**config.mk**
```make
export PLATFORM = sky130hd
export DESIGN_NAME = upcount_ctrl
export DESIGN_NICKNAME = d
export VERILOG_FILES = /design/src/rtl/upcount_pkg.sv /design/src/rtl/btn_debounce.sv /design/src/rtl/upcount_ctrl.sv
export SDC_FILE = /design/constraint.sdc
export NUM_CORES = 1
export LEC_CHECK = 0
export CORE_AREA = 2 2 87 89
export DETAILED_ROUTE_END_ITERATION = 6
export DIE_AREA = 0 0 89 91
export GPL_TIMING_DRIVEN = 0
export PLACE_DENSITY = 0.79
export SYNTH_ARGS = -nofsm -noshare
export SYNTH_HDL_FRONTEND = slang
export SYNTH_SLANG_ARGS = --single-unit
```
**constraint.sdc**
```tcl
create_clock -name i_clk -period 2.3 [get_ports i_clk]
set_clock_uncertainty 0.15 [all_clocks]
set_input_delay 0.345 -clock i_clk [delete_from_list [all_inputs] [get_ports i_clk]]
set_output_delay 0.345 -clock i_clk [all_outputs]
set_load 0.01 [all_outputs]
```
**src/rtl/upcount_pkg.sv**
```systemverilog
// upcount_pkg: shared state encoding and counter limit for the up-counter control slice
package upcount_pkg;

    typedef enum logic [1:0] {
        ST_STOP  = 2'd0,
        ST_RUN   = 2'd1,
        ST_CLEAR = 2'd2
    } state_t;

    localparam int unsigned CNT_MAX = 9999;

endpackage

```
**src/rtl/btn_debounce.sv**
```systemverilog
// btn_debounce: synchronizes a raw button, debounces its level and emits a one-cycle press pulse
module btn_debounce
    import upcount_pkg::*;
#(
    parameter int DEBOUNCE_CYC = 1_000_000
) (
    input  logic i_clk,
    input  logic i_reset,
    input  logic i_btn,
    output logic o_level,
    output logic o_press
);

    localparam int CW = $clog2(DEBOUNCE_CYC + 1);

    logic [1:0]    sync_q, sync_d;
    logic [CW-1:0] cnt_q, cnt_d;
    logic          level_q, level_d;
    logic          press_q, press_d;
    logic          flip;

    // Count consecutive cycles where the synchronized input disagrees with the accepted level
    always_comb begin
        sync_d  = {sync_q[0], i_btn};
        flip    = (sync_q[1] != level_q) && (cnt_q == CW'(DEBOUNCE_CYC - 1));
        cnt_d   = (sync_q[1] == level_q || flip) ? '0 : cnt_q + 1'b1;
        level_d = flip ? sync_q[1] : level_q;
        press_d = flip & sync_q[1];
    end

    // Synchronizer, debounce counter, accepted level and press pulse registers
    always_ff @(posedge i_clk or posedge i_reset) begin
        if (i_reset) begin
            sync_q  <= '0;
            cnt_q   <= '0;
            level_q <= 1'b0;
            press_q <= 1'b0;
        end else begin
            sync_q  <= sync_d;
            cnt_q   <= cnt_d;
            level_q <= level_d;
            press_q <= press_d;
        end
    end

    assign o_level = level_q;
    assign o_press = press_q;

endmodule

```
**src/rtl/upcount_ctrl.sv**
```systemverilog
// upcount_ctrl: run/stop/clear FSM and tick divider driving a 0..9999 up-counter
module upcount_ctrl
    import upcount_pkg::*;
#(
    parameter int CLK_HZ       = 100_000_000,
    parameter int TICK_HZ      = 10,
    parameter int DEBOUNCE_CYC = 1_000_000
) (
    input  logic       i_clk,
    input  logic       i_reset,
    input  logic       i_btn_run_stop,
    input  logic       i_btn_clear,
    output logic       o_tick,
    output logic       o_clear,
    output logic       o_run,
    output logic [1:0] o_state
);

    localparam int DIV = CLK_HZ / TICK_HZ;
    localparam int DW  = $clog2(DIV);

    if (DIV < 2) begin : g_div_check
        $error("upcount_ctrl: CLK_HZ/TICK_HZ must be at least 2");
    end

    state_t        state_q, state_d;
    logic [DW-1:0] div_q, div_d;
    logic          run_press, clr_press, tick;
    logic          unused_run_level, unused_clr_level;

    btn_debounce #(.DEBOUNCE_CYC(DEBOUNCE_CYC)) u_run_btn (
        .i_clk   (i_clk),
        .i_reset (i_reset),
        .i_btn   (i_btn_run_stop),
        .o_level (unused_run_level),
        .o_press (run_press)
    );

    btn_debounce #(.DEBOUNCE_CYC(DEBOUNCE_CYC)) u_clr_btn (
        .i_clk   (i_clk),
        .i_reset (i_reset),
        .i_btn   (i_btn_clear),
        .o_level (unused_clr_level),
        .o_press (clr_press)
    );

    // Next state from press pulses; clear wins over run in STOP, divider advances only in RUN
    always_comb begin
        tick = (state_q == ST_RUN) && (div_q == DW'(DIV - 1));
        case (state_q)
            ST_STOP: state_d = clr_press ? ST_CLEAR : run_press ? ST_RUN : ST_STOP;
            ST_RUN:  state_d = run_press ? ST_STOP : ST_RUN;
            default: state_d = ST_STOP;
        endcase
        div_d = (state_q == ST_RUN) ? (tick ? '0 : div_q + 1'b1) :
                (state_q == ST_CLEAR) ? '0 : div_q;
    end

    // State and divider registers
    always_ff @(posedge i_clk or posedge i_reset) begin
        if (i_reset) begin
            state_q <= ST_STOP;
            div_q   <= '0;
        end else begin
            state_q <= state_d;
            div_q   <= div_d;
        end
    end

    assign o_tick  = tick;
    assign o_clear = (state_q == ST_CLEAR);
    assign o_run   = (state_q == ST_RUN);
    assign o_state = state_q;

endmodule

```
==> results of run 1 <==
[synthesized netlist by cell type (all sizes together) (3+ instances only)]
| cell | instances |
|---|---|
| nand4b | 3 |
| inv | 11 |
| a31o | 4 |
| nor4 | 9 |
| nor4b | 3 |
| o21ai | 29 |
| nand2 | 39 |
| dfrtp | 74 |
| a21oi | 14 |
| buf | 3 |
| xnor2 | 10 |
| o2bb2ai | 3 |
| or4 | 7 |
| o2111ai | 3 |
| ha | 6 |
| nand4 | 22 |
| mux2 | 3 |
| or3 | 10 |
| nor3 | 9 |
| and3 | 10 |
| o31ai | 8 |
| nor2 | 33 |
| xor2 | 16 |
| nand3 | 28 |
| o211ai | 4 |
| and4 | 8 |
| clkbuf | 13 |
[per-stage QoR]
stage / setup slack (ps) / util / hold WS [ps] / power [mW] / std cells
finish: 5.20 / 0.630 / 204 / 2.46 / 542
global route: -97.1 / 0.630 / 219 / 2.56 / 542
CTS: -41.6 / 0.624 / 209 / 2.48 / 541
detailed placement: -406 / 0.585 / 190 / 1.42 / 522
global placement: -339 / 0.578 / 185 / 1.41 / 520
floorplan: 226 / - / 181 / 1.39 / 413
[critical path, cell delays in order (launching register included)]
cell and delay, ps:
sky130_fd_sc_hd__dfrtp_1 400, sky130_fd_sc_hd__ha_4 180, sky130_fd_sc_hd__nand3_4 90, sky130_fd_sc_hd__or4_4 580
sky130_fd_sc_hd__nor2_2 90, sky130_fd_sc_hd__buf_2 130
[timing repair]
item | CTS | global route
gates resized for setup | 13 | 12
buffers inserted | 5 | 2
endpoints found under the setup margin | 25 | 30
pin swaps | 4 | 3
[final cells by class]
type | instances | area [sq um]
fill | 594 | 2640
multi-input combinational | 311 | 2030
sequential | 74 | 1850
timing repair buffer | 17 | 175
clock buffer | 11 | 151
tap | 99 | 124
clock inverter | 5 | 62.6
buffer | 13 | 52.6
inverter | 12 | 52.6
[cells by family (layout without fill, tap and decap cells)]
kind of cell	after synthesis	count (layout)
adders and majority gates	6	6
and+or+nand+nor	193	193
buffers and inverters	28	58
DFF	74	74
AOI/OAI and AO/OA	82	82
xor gates and xnor gates	26	26
muxes	4	4
[cell usage in the layout (no fill, tap or decap), drive strengths merged, types with 12 or more instances in the layout]
| cell type | synthesis | routed |
|---|---|---|
| dfrtp | 74 | 74 |
| xor2 | 16 | 16 |
| nand4 | 22 | 22 |
| a21oi | 14 | 14 |
| o21ai | 29 | 29 |
| clkbuf | 13 | 22 |
| nor2 | 33 | 33 |
| buf | 3 | 12 |
| nand2 | 39 | 39 |
| nand3 | 28 | 28 |
[sequential cells by signal (all words and copies together) (netlist names)]
name / flops
u_clr_btn.o_level: 1
u_run_btn.o_press: 1
o_state: 2
u_run_btn.sync_q: 2
div_q: 24
u_clr_btn.sync_q: 2
u_clr_btn.o_press: 1
u_clr_btn.cnt_q: 20
u_run_btn.cnt_q: 20
u_run_btn.o_level: 1
[power by group through the flow]
stage | Clock [mW] | Combinational (mW) | Sequential, mW
2_1_floorplan | 0 | 0.0435 | 1.35
3_3_place_gp | 0 | 0.0625 | 1.35
3_5_place_dp | 0 | 0.0741 | 1.35
4_1_cts | 1.08 | 0.0747 | 1.33
5_1_grt | 1.15 | 0.0851 | 1.33
6_report | 1.07 | 0.0728 | 1.33
[routing by layer]
metal  part of all wire  up-vias  global-route usage
met5                  0        -                   0
met2               0.48       72               0.365
li1                   -     1595                   -
met3              0.035       17              0.0436
met4              0.018        0               0.101
met1               0.46     1640               0.324
[final timing paths]
| check | slack [ps] | to | from |
|---|---|---|---|
| max | 5 | o_tick | div_q[0]$_DFFE_PP0P_ |
| min | 200 | u_clr_btn.sync_q[1]$_DFF_PP0_ | u_clr_btn.sync_q[0]$_DFF_PP0_ |
| max reg2reg | 110 | div_q[10]$_DFFE_PP0P_ | div_q[0]$_DFFE_PP0P_ |
| min reg2reg | 200 | u_clr_btn.sync_q[1]$_DFF_PP0_ | u_clr_btn.sync_q[0]$_DFF_PP0_ |
| max in group asynchronous | 1230 | div_q[4]$_DFFE_PP0P_ | i_reset |
| min in group asynchronous | 230 | u_run_btn.cnt_q[11]$_DFF_PP0_ | i_reset |
==> parameters.txt, run 1 <==
Parameter                              Value

Routing
  ANT nets after route ... 0
  Detailed-routing iteration count for the pre-antenna-repair pass ... 4
  Via/cell ratio ... roughly 6.1
  Post-DR wirelength/cell ... 16.3 um
  Vias after detailed routing ... 3324
  Remaining DRCs ... 0
  Initial DRC Count ... 177
  Routed Wire Length ... 8810 um

Synth
  Multiplexer share of the synthesized area ... 0.0112
  YS warnings ... 0
  Async S/R FF share, synth ... 1.00
  Largest family of logic cells by synthesized area ... simple AND/OR/NAND/NOR gates
  Synthesized netlist net count ... 423
  Syn Inst Count ... 413
  Synth Area in Simple Gates ... 0.270
  Count of cell types in the netlist ... 58
  XOR/XNOR Fraction of Synth Area ... 0.0581
  Fraction of the mapped netlist area in compound gates ... 0.140
  Sequential share of the synthesized area ... 0.473
  Cell taking the most area after synthesis ... sky130_fd_sc_hd__dfrtp_1
  Top area cells in the synthesized netlist ... sky130_fd_sc_hd__dfrtp_1 (47%), sky130_fd_sc_hd__nand2_1 (3.7%), sky130_fd_sc_hd__xor2_1 (3.6%)
  Post-synthesis area per instance ... approximately 9.5 sq um
  Number of synthesized flops with an enable pin ... 0
  Post-Synthesis Cell Area ... 0.00392 sq mm
  Flops & latches, synth ... 74
  Area share of the leading cell type in the synthesized netlist ... 0.473
  Top_reg_cell synth ... sky130_fd_sc_hd__dfrtp_1
  Synth Area in Adders ... 0.0192

STA
  Setup tns final ... 0 ps
  Post-route clock period utilization ... 0.998
  Final critical delay including setup and external delays ... 2290 ps
  Count of final max-slew check failures ... 0
  Final setup vio count ... 0
  Actual slew at the worst max-slew pin ... 685 ps
  Max frequency ... 436 MHz
  RSZ-0062 raised after global routing ... true
  Worst rel slew slack ... 0.539
  Endpoints failing hold ... 0

Clocking
  Number of clock buffers inserted by TritonCTS ... 9
  Buffer levels on the longest clock path ... 2
  Root cell of the clock tree ... sky130_fd_sc_hd__clkbuf_8
  Number of sinks driven by the clock tree ... 74
  Clock insertion delay at the later pin of the skew report ... 340 ps
  Clock tree from TritonCTS ... built
  Number of hold buffers added after CTS ... 0
  Number of H-tree levels ... 3
  Clock slew at reported path FFs ... 80 ps

Critical path
  CP required ... 1800 ps
  Worst setup path class ... register to output port
  Category of the worst setup path capture point ... output port
  Number of cell instances on the worst register-to-register path ... 6
  Max Fanout on Critical Path ... 4
  CP Launch Type ... register
  Worst Path Arrival ... 1800 ps

Place
  Half-perimeter wire length after detailed placement ... 5880 um
  Final weighted congestion of routability-driven global placement ... 0.844
  Placed inst area ... 0.00417 sq mm
  # port buffers ... 8

Floorplan
  Die outline area ... 0.00810 sq mm
  Die W ... 89 um
  Effective utilization at floorplan ... 0.549
  Count of boundary I/O pins ... 9
  Placement row count ... 31
  Placeable core region ... between 0.007 and 0.008 sq mm
  Vertical die dimension ... between 90 and 100 um

Global routing
  Antenna violations before repair ... 0
  GRT Residual Overflow ... 0
  Global-route wire length before repair ... approximately 15000 um
  Overall fraction of global-route tracks in use ... 0.236
  Maximum number of pins on one net before global-route repair ... 32
  Via count of the first global-routing pass ... 3328

Min path
  Cell count of the worst hold path ... 0
  Class of the tightest hold or removal check ... register to register

Power and ir drop
  Internal ... 1.90 mW
  Clock network fraction of total power ... 0.433
  Power share of the combinational group ... 0.030
  Static Leakage ... around 1.7 nW
  Net switching share of the total power ... 0.229
  Switching power ... 0.564 mW
  Pwr Density ... 548 mW/mm^2
  Sequential share of power ... 0.538
  Highest ir drop seen on vdd ... 0.343 mV

Cells and area
  Ratio of cells with drive above 1 in the final layout ... 0.135
  Number of inserted diodes ... 0
  Cell area after layout ... between 0.004 and 0.005 sq mm
  Final nets ... 448
  Area growth from synthesis to layout ... 14.8%

Job
  Max-cap violation count ... 0

Run status
  Result of the run ... completed
Power figures use the tool's default switching activity.
==> run 2, diff against run 1 <==
- CORE_AREA: 2 2 87 89 -> 2 2 80 97
- DIE_AREA: 0 0 89 91 -> 0 0 82 99
- PLACE_DENSITY: 0.79 -> 0.78
- REMOVE_ABC_BUFFERS: not set -> 1
==> parameters.txt, run 2 (synthesis results as in run 1) <==
Parameter                              Value

STA
  Worst rel slew slack ... 0.490 (-0.0492)
  Final setup vio count ... 1 (+1)
  Post-route clock period utilization ... 1.00 (+0.00506)
  Actual slew at the worst max-slew pin ... 765 ps (+80.0 ps)
  Count of final max-slew check failures ... 0 (unchanged)
  Setup slack after layout ... -6.45 ps (-11.6 ps)
  RSZ-0062 raised after global routing ... true
  Final critical delay including setup and external delays ... 2310 ps (+11.6 ps)
  Endpoints failing hold ... 0 (unchanged)
  Max frequency ... 434 MHz (-0.51%)

Routing
  Detailed-routing iteration count for the pre-antenna-repair pass ... 5 (+1)
  Via/cell ratio ... 6.31 (+2.9%)
  ANT nets after route ... 0 (unchanged)
  Initial DRC Count ... 321 (+81%)
  Vias after detailed routing ... 3280 (-1.3%)
  Remaining DRCs ... 0 (unchanged)
  Routed Wire Length ... 8170 um (-7.3%)
  Post-DR wirelength/cell ... 15.7 um (-3.4%)

Floorplan
  Count of boundary I/O pins ... 9 (unchanged)
  Die W ... 82 um (-7.9%)
  Placeable core region ... 0.00715 sq mm (+0.14%)
  Effective utilization at floorplan ... 0.548 (-0.000769)
  Vertical die dimension ... 99 um (+8.8%)
  Placement row count ... 34 (+9.7%)
  Die outline area ... 0.00812 sq mm (+0.23%)

Critical path
  Worst setup path class ... register to output port
  Max Fanout on Critical Path ... 5 (+1)
  CP required ... 1800 ps (about the same)
  Setup slack on the worst flop-to-flop path ... 110 ps (about the same)
  Worst reg2reg path endpoint ... div_q[10]$_DFFE_PP0P_
  Number of cell instances on the worst register-to-register path ... 6 (unchanged)
  Category of the worst setup path capture point ... output port
  Start of the worst register-to-register path ... div_q[0]$_DFFE_PP0P_
  CP Launch Type ... register
  Worst Path Arrival ... 1810 ps (about the same)

Place
  Half-perimeter wire length after detailed placement ... 5360 um (-8.9%)
  # port buffers ... 8 (unchanged)
  Final weighted congestion of routability-driven global placement ... 0.879 (+4.2%)
  Placed insts ... 497 (-4.8%)
  Placed inst area ... 0.00409 sq mm (-2.0%)

Clocking
  Number of hold buffers added after CTS ... 0 (unchanged)
  Buffer levels on the longest clock path ... 2 (unchanged)
  Clock tree from TritonCTS ... built
  Number of sinks driven by the clock tree ... 74 (unchanged)
  Clock slew at reported path FFs ... 70 ps (about the same)
  Number of H-tree levels ... 3 (unchanged)
  Number of clock buffers inserted by TritonCTS ... 9 (unchanged)
  Root cell of the clock tree ... sky130_fd_sc_hd__clkbuf_8
  Clock insertion delay at the later pin of the skew report ... 350 ps (about the same)

Cells and area
  Largest regs ... div_q (24), u_clr_btn.cnt_q (20), u_run_btn.cnt_q (20)
  Commonest non-fill, non-tap cell in the layout ... sky130_fd_sc_hd__dfrtp_1
  Number of flip-flops under the largest register name ... 24 (unchanged)
  Most used cells in the layout excluding fill and tap cells ... sky130_fd_sc_hd__dfrtp_1 (73), sky130_fd_sc_hd__nand2_1 (38), sky130_fd_sc_hd__nor2_1 (32), sky130_fd_sc_hd__o21ai_0 (26), sky130_fd_sc_hd__nand3_1 (25)
  Number of inserted diodes ... 0 (unchanged)
  Cell area after layout ... 0.00444 sq mm (-1.3%)
  Final nets ... 435 (-2.9%)
  Number of filler cells placed in the layout ... 581 (-2.2%)
  Ratio of cells with drive above 1 in the final layout ... 0.130 (-0.00521)
  Biggest register ... div_q
  Area growth from synthesis to layout ... 13.3%
  Non-filler cells in the finished layout ... 520 (-4.1%)

Global routing
  Overall fraction of global-route tracks in use ... 0.222 (-0.0138)
  GRT Residual Overflow ... 0 (unchanged)
  Via count of the first global-routing pass ... 3048 (-8.4%)
  Global-route wire length before repair ... 14100 um (-8.1%)
  Maximum number of pins on one net before global-route repair ... 46 (+44%)
  Antenna violations before repair ... 0 (unchanged)

Power and ir drop
  Pwr Density ... 546 mW/mm^2 (-0.37%)
  Highest ir drop seen on vdd ... 0.467 mV (+36%)
  Static Leakage ... 1.70 nW (-0.65%)

Job
  Max-cap violation count ... 0 (unchanged)

Min path
  Class of the tightest hold or removal check ... input port to asynchronous set/reset pin

Run status
  Result of the run ... finished with violations
  Failing checks ... setup timing
run 2: worst max-delay path by stage:
stage | from | endpoint | slack, ps
6_report | div_q[0]$_DFFE_PP0P_ | o_tick | -6
5_1_grt | div_q[1]$_DFFE_PP0P_ | o_tick | -60
4_1_cts | div_q[1]$_DFFE_PP0P_ | o_tick | 20
3_5_place_dp | o_state[1]$_DFF_PP0_ | o_tick | -650
3_3_place_gp | i_reset | div_q[22]$_DFFE_PP0P_ | -1280
2_1_floorplan | u_run_btn.cnt_q[0]$_DFF_PP0_ | u_run_btn.cnt_q[10]$_DFF_PP0_ | -130
run 2: critical path, cell delays in order, from the launching register on:
cell and delay (ps):
sky130_fd_sc_hd__dfrtp_1 410, sky130_fd_sc_hd__ha_4 180, sky130_fd_sc_hd__nand3_4 110, sky130_fd_sc_hd__or4_4 530, sky130_fd_sc_hd__nor2_1 110, sky130_fd_sc_hd__buf_2 130
run 2: power by group:
group | leakage, nW | internal, mW | total (mW) | switching (mW)
Combinational | 0.577 | 0.0221 | 0.0683 | 0.0462
Clock | 0.105 | 0.554 | 1.03 | 0.475
Sequential | 1.02 | 1.31 | 1.32 | 0.0123
run 2: final cells by class:
type / count / area, sq um / area share
inverters: 12 / 52.6 / 0.0118
well taps: 90 / 113 / 0.0254
multi-input cells: 311 / 2050 / 0.462
repair buffers: 17 / 166 / 0.0375
clock inverters: 5 / 52.6 / 0.0118
flip-flops and latches: 74 / 1850 / 0.418
clock buffers: 11 / 151 / 0.0341
run 2: layer usage:
layer	GRT usage	share of wire
met5	0	0
met4	0.0962	0.016
met3	0.0449	0.045
met2	0.345	0.48
met1	0.301	0.46
run 2: stage by stage:
stage / util / TNS, ps / worst slack (ps) / power, mW / hold slack [ps]
2_1_floorplan: - / -7940 / -127 / 1.39 / 181
3_3_place_gp: 0.566 / -117960 / -1280 / 1.41 / 185
3_5_place_dp: 0.572 / -10110 / -652 / 1.42 / 188
4_1_cts: 0.614 / 0 / 19.8 / 2.45 / 203
5_1_grt: 0.621 / -62.7 / -62.7 / 2.53 / 208
6_report: 0.621 / -6.45 / -6.45 / 2.42 / 194
run 2: timing repair:
item | CTS | global route
pin swaps | 3 | 1
buffers inserted | 4 | 3
endpoints found under the setup margin | 42 | 20
gates resized for setup | 19 | 4
==> run 3, diff against run 2 <==
- TNS_END_PERCENT: not set -> 5
==> parameters.txt, run 3 (synthesis results as in run 1) <==
Parameter                              Value

Routing
  ANT nets after route ... 0 (unchanged)
  Remaining DRCs ... 0 (unchanged)
  Post-DR wirelength/cell ... 15.7 um (-0.32%)
  Vias after detailed routing ... 3262 (-0.55%)
  Via/cell ratio ... 6.31 (about the same)
  Routed Wire Length ... 8090 um (-0.89%)
  Top layer reached by signal wires ... met4
  Met2 routed wirelength ... 3920 um (-0.66%)
  Initial DRC Count ... 296 (-7.8%)
  Detailed-routing iteration count for the pre-antenna-repair pass ... 5 (unchanged)
  Wire length on met3 ... 362 um (-1.6%)
  Length of routed wiring on met1 ... 3680 um (-1.1%)

Place
  # port buffers ... 8 (unchanged)
  Placed insts ... 497 (unchanged)
  Post-placement worst setup slack ... -652 ps (unchanged)
  Half-perimeter wire length after detailed placement ... 5360 um (unchanged)
  Final weighted congestion of routability-driven global placement ... 0.879 (unchanged)

Power and ir drop
  Sequential share of power ... 0.548 (about the same)
  Power share of the combinational group ... 0.028 (about the same)
  Switching power ... 0.529 mW (-0.83%)
  Static Leakage ... 1.68 nW (-0.94%)
  Power consumption ... 2.42 mW (-0.18%)
  Highest ir drop seen on vdd ... 0.466 mV (-0.24%)
  Internal ... 1.89 mW (about the same)
  Pwr Density ... 548 mW/mm^2 (+0.33%)
  Net switching share of the total power ... 0.219 (-0.00143)
  Clock network fraction of total power ... 0.424 (about the same)

Floorplan
  Count of boundary I/O pins ... 9 (unchanged)
  Die W ... 82 um (unchanged)
  Die outline area ... 0.00812 sq mm (unchanged)
  Effective utilization at floorplan ... 0.548 (unchanged)
  Placement row count ... 34 (unchanged)
  Vertical die dimension ... 99 um (unchanged)
  Placeable core region ... 0.00715 sq mm (unchanged)

Run status
  Result of the run ... finished with violations
  Failing checks ... setup timing

Critical path
  Max Fanout on Critical Path ... 5 (unchanged)
  CP Launch Type ... register
  CP required ... 1800 ps (about the same)
  Category of the worst setup path capture point ... output port
  Worst setup path class ... register to output port
  Worst Path Arrival ... 1810 ps (about the same)

Global routing
  GRT Residual Overflow ... 0 (unchanged)
  Antenna violations before repair ... 0 (unchanged)
  Maximum number of pins on one net before global-route repair ... 46 (unchanged)
  Overall fraction of global-route tracks in use ... 0.222 (unchanged)
  Global-route wire length before repair ... 14100 um (unchanged)
  Via count of the first global-routing pass ... 3048 (unchanged)

STA
  RSZ-0062 raised after global routing ... true
  Actual slew at the worst max-slew pin ... 761 ps (-3.68 ps)
  Endpoints failing hold ... 0 (unchanged)
  Final critical delay including setup and external delays ... 2300 ps (-4.52 ps)
  Count of final max-slew check failures ... 0 (unchanged)
  Setup slack after layout ... -1.93 ps (+4.52 ps)
  Worst rel slew slack ... 0.493 (+0.00245)
  Final setup vio count ... 1 (unchanged)
  Max frequency ... 434 MHz (+0.20%)
  Final worst hold slack ... 197 ps (+2.62 ps)
  Post-route clock period utilization ... 1.00 (-0.00197)

Clocking
  Root cell of the clock tree ... sky130_fd_sc_hd__clkbuf_8
  Number of hold buffers added after CTS ... 0 (unchanged)
  Buffer levels on the longest clock path ... 2 (unchanged)
  Clock slew at reported path FFs ... 70 ps (about the same)
  Clock tree from TritonCTS ... built
  Number of clock buffers inserted by TritonCTS ... 9 (unchanged)
  Number of sinks driven by the clock tree ... 74 (unchanged)
  Number of H-tree levels ... 3 (unchanged)
  Clock insertion delay at the later pin of the skew report ... 350 ps (about the same)

Cells and area
  Number of flip-flops under the largest register name ... 24 (unchanged)
  Finished Core Util ... 0.618 (-0.00315)
  Commonest non-fill, non-tap cell in the layout ... sky130_fd_sc_hd__dfrtp_1
  Area growth from synthesis to layout ... 12.7%
  Ratio of cells with drive above 1 in the final layout ... 0.126 (-0.00377)
  Most used cells in the layout excluding fill and tap cells ... sky130_fd_sc_hd__dfrtp_1 (73), sky130_fd_sc_hd__nand2_1 (38), sky130_fd_sc_hd__nor2_1 (32), sky130_fd_sc_hd__o21ai_0 (26), sky130_fd_sc_hd__nand3_1 (25)
  Biggest register ... div_q
  Number of inserted diodes ... 0 (unchanged)
  Non-filler cells in the finished layout ... 517 (-0.58%)
  Largest regs ... div_q (24), u_clr_btn.cnt_q (20), u_run_btn.cnt_q (20)
  Final nets ... 432 (-0.69%)

Job
  Max-cap violation count ... 0 (unchanged)

Min path
  Class of the tightest hold or removal check ... input port to asynchronous set/reset pin
run 3: cell count changes in the layout (fill, tap and decap cells not counted), sizes merged:
cell	before	now
buf	10	7
run 3: cell type report:
cell class | instances | area, sq um
timing repair buffer | 14 | 144
clock buffer | 11 | 151
inverter | 12 | 52.6
tap | 90 | 113
clock inverter | 5 | 52.6
fill | 587 | 2730
sequential | 74 | 1850
multi-input combinational | 311 | 2050
run 3: path summary, 6_finish.rpt:
path	from	end	slack, ps	cells after the start
max in group asynchronous	i_reset	div_q[4]$_DFFE_PP0P_	1260	3
min in group i_clk	u_clr_btn.sync_q[0]$_DFF_PP0_	u_clr_btn.sync_q[1]$_DFF_PP0_	200	0
hold / removal	i_reset	u_clr_btn.cnt_q[4]$_DFF_PP0_	200	2
setup / recovery	div_q[0]$_DFFE_PP0P_	o_tick	-2	5
setup reg to reg	div_q[0]$_DFFE_PP0P_	div_q[10]$_DFFE_PP0P_	110	6
hold reg to reg	u_clr_btn.sync_q[0]$_DFF_PP0_	u_clr_btn.sync_q[1]$_DFF_PP0_	200	0
run 3: timing repair:
action	CTS	global route
setup endpoints to repair	42	20
setup buffers	4	0
pin swaps	3	1
gates resized for setup	19	5
cloned	0	0
run 3: power groups by stage:
stage | sequential, mW | combinational [mW] | clock (mW)
2_1_floorplan | 1.35 | 0.0415 | 0
3_3_place_gp | 1.35 | 0.0592 | 0
3_5_place_dp | 1.35 | 0.0697 | 0
4_1_cts | 1.32 | 0.0703 | 1.06
5_1_grt | 1.33 | 0.0808 | 1.12
6_report | 1.32 | 0.0683 | 1.02
run 3: metrics by stage:
stage	area [sq um]	TNS, ps
after floorplan	3850	-7940
after global placement	4040	-117960
after detailed placement	4090	-10110
after CTS	4390	0
after global routing	4420	-66.5
final	4420	-1.93
run 3: worst max-delay path, stage by stage, from the launching register on:
cell,delay [ps]
sky130_fd_sc_hd__dfrtp_1,410
sky130_fd_sc_hd__ha_4,180
sky130_fd_sc_hd__nand3_4,110
sky130_fd_sc_hd__or4_4,520
sky130_fd_sc_hd__nor2_1,110
sky130_fd_sc_hd__buf_2,130
run 3: layer usage:
metal	GRT usage	vias up
li1	-	1557
met1	0.301	1597
met5	0	-
met2	0.345	93
met4	0.0962	0
met3	0.0449	15
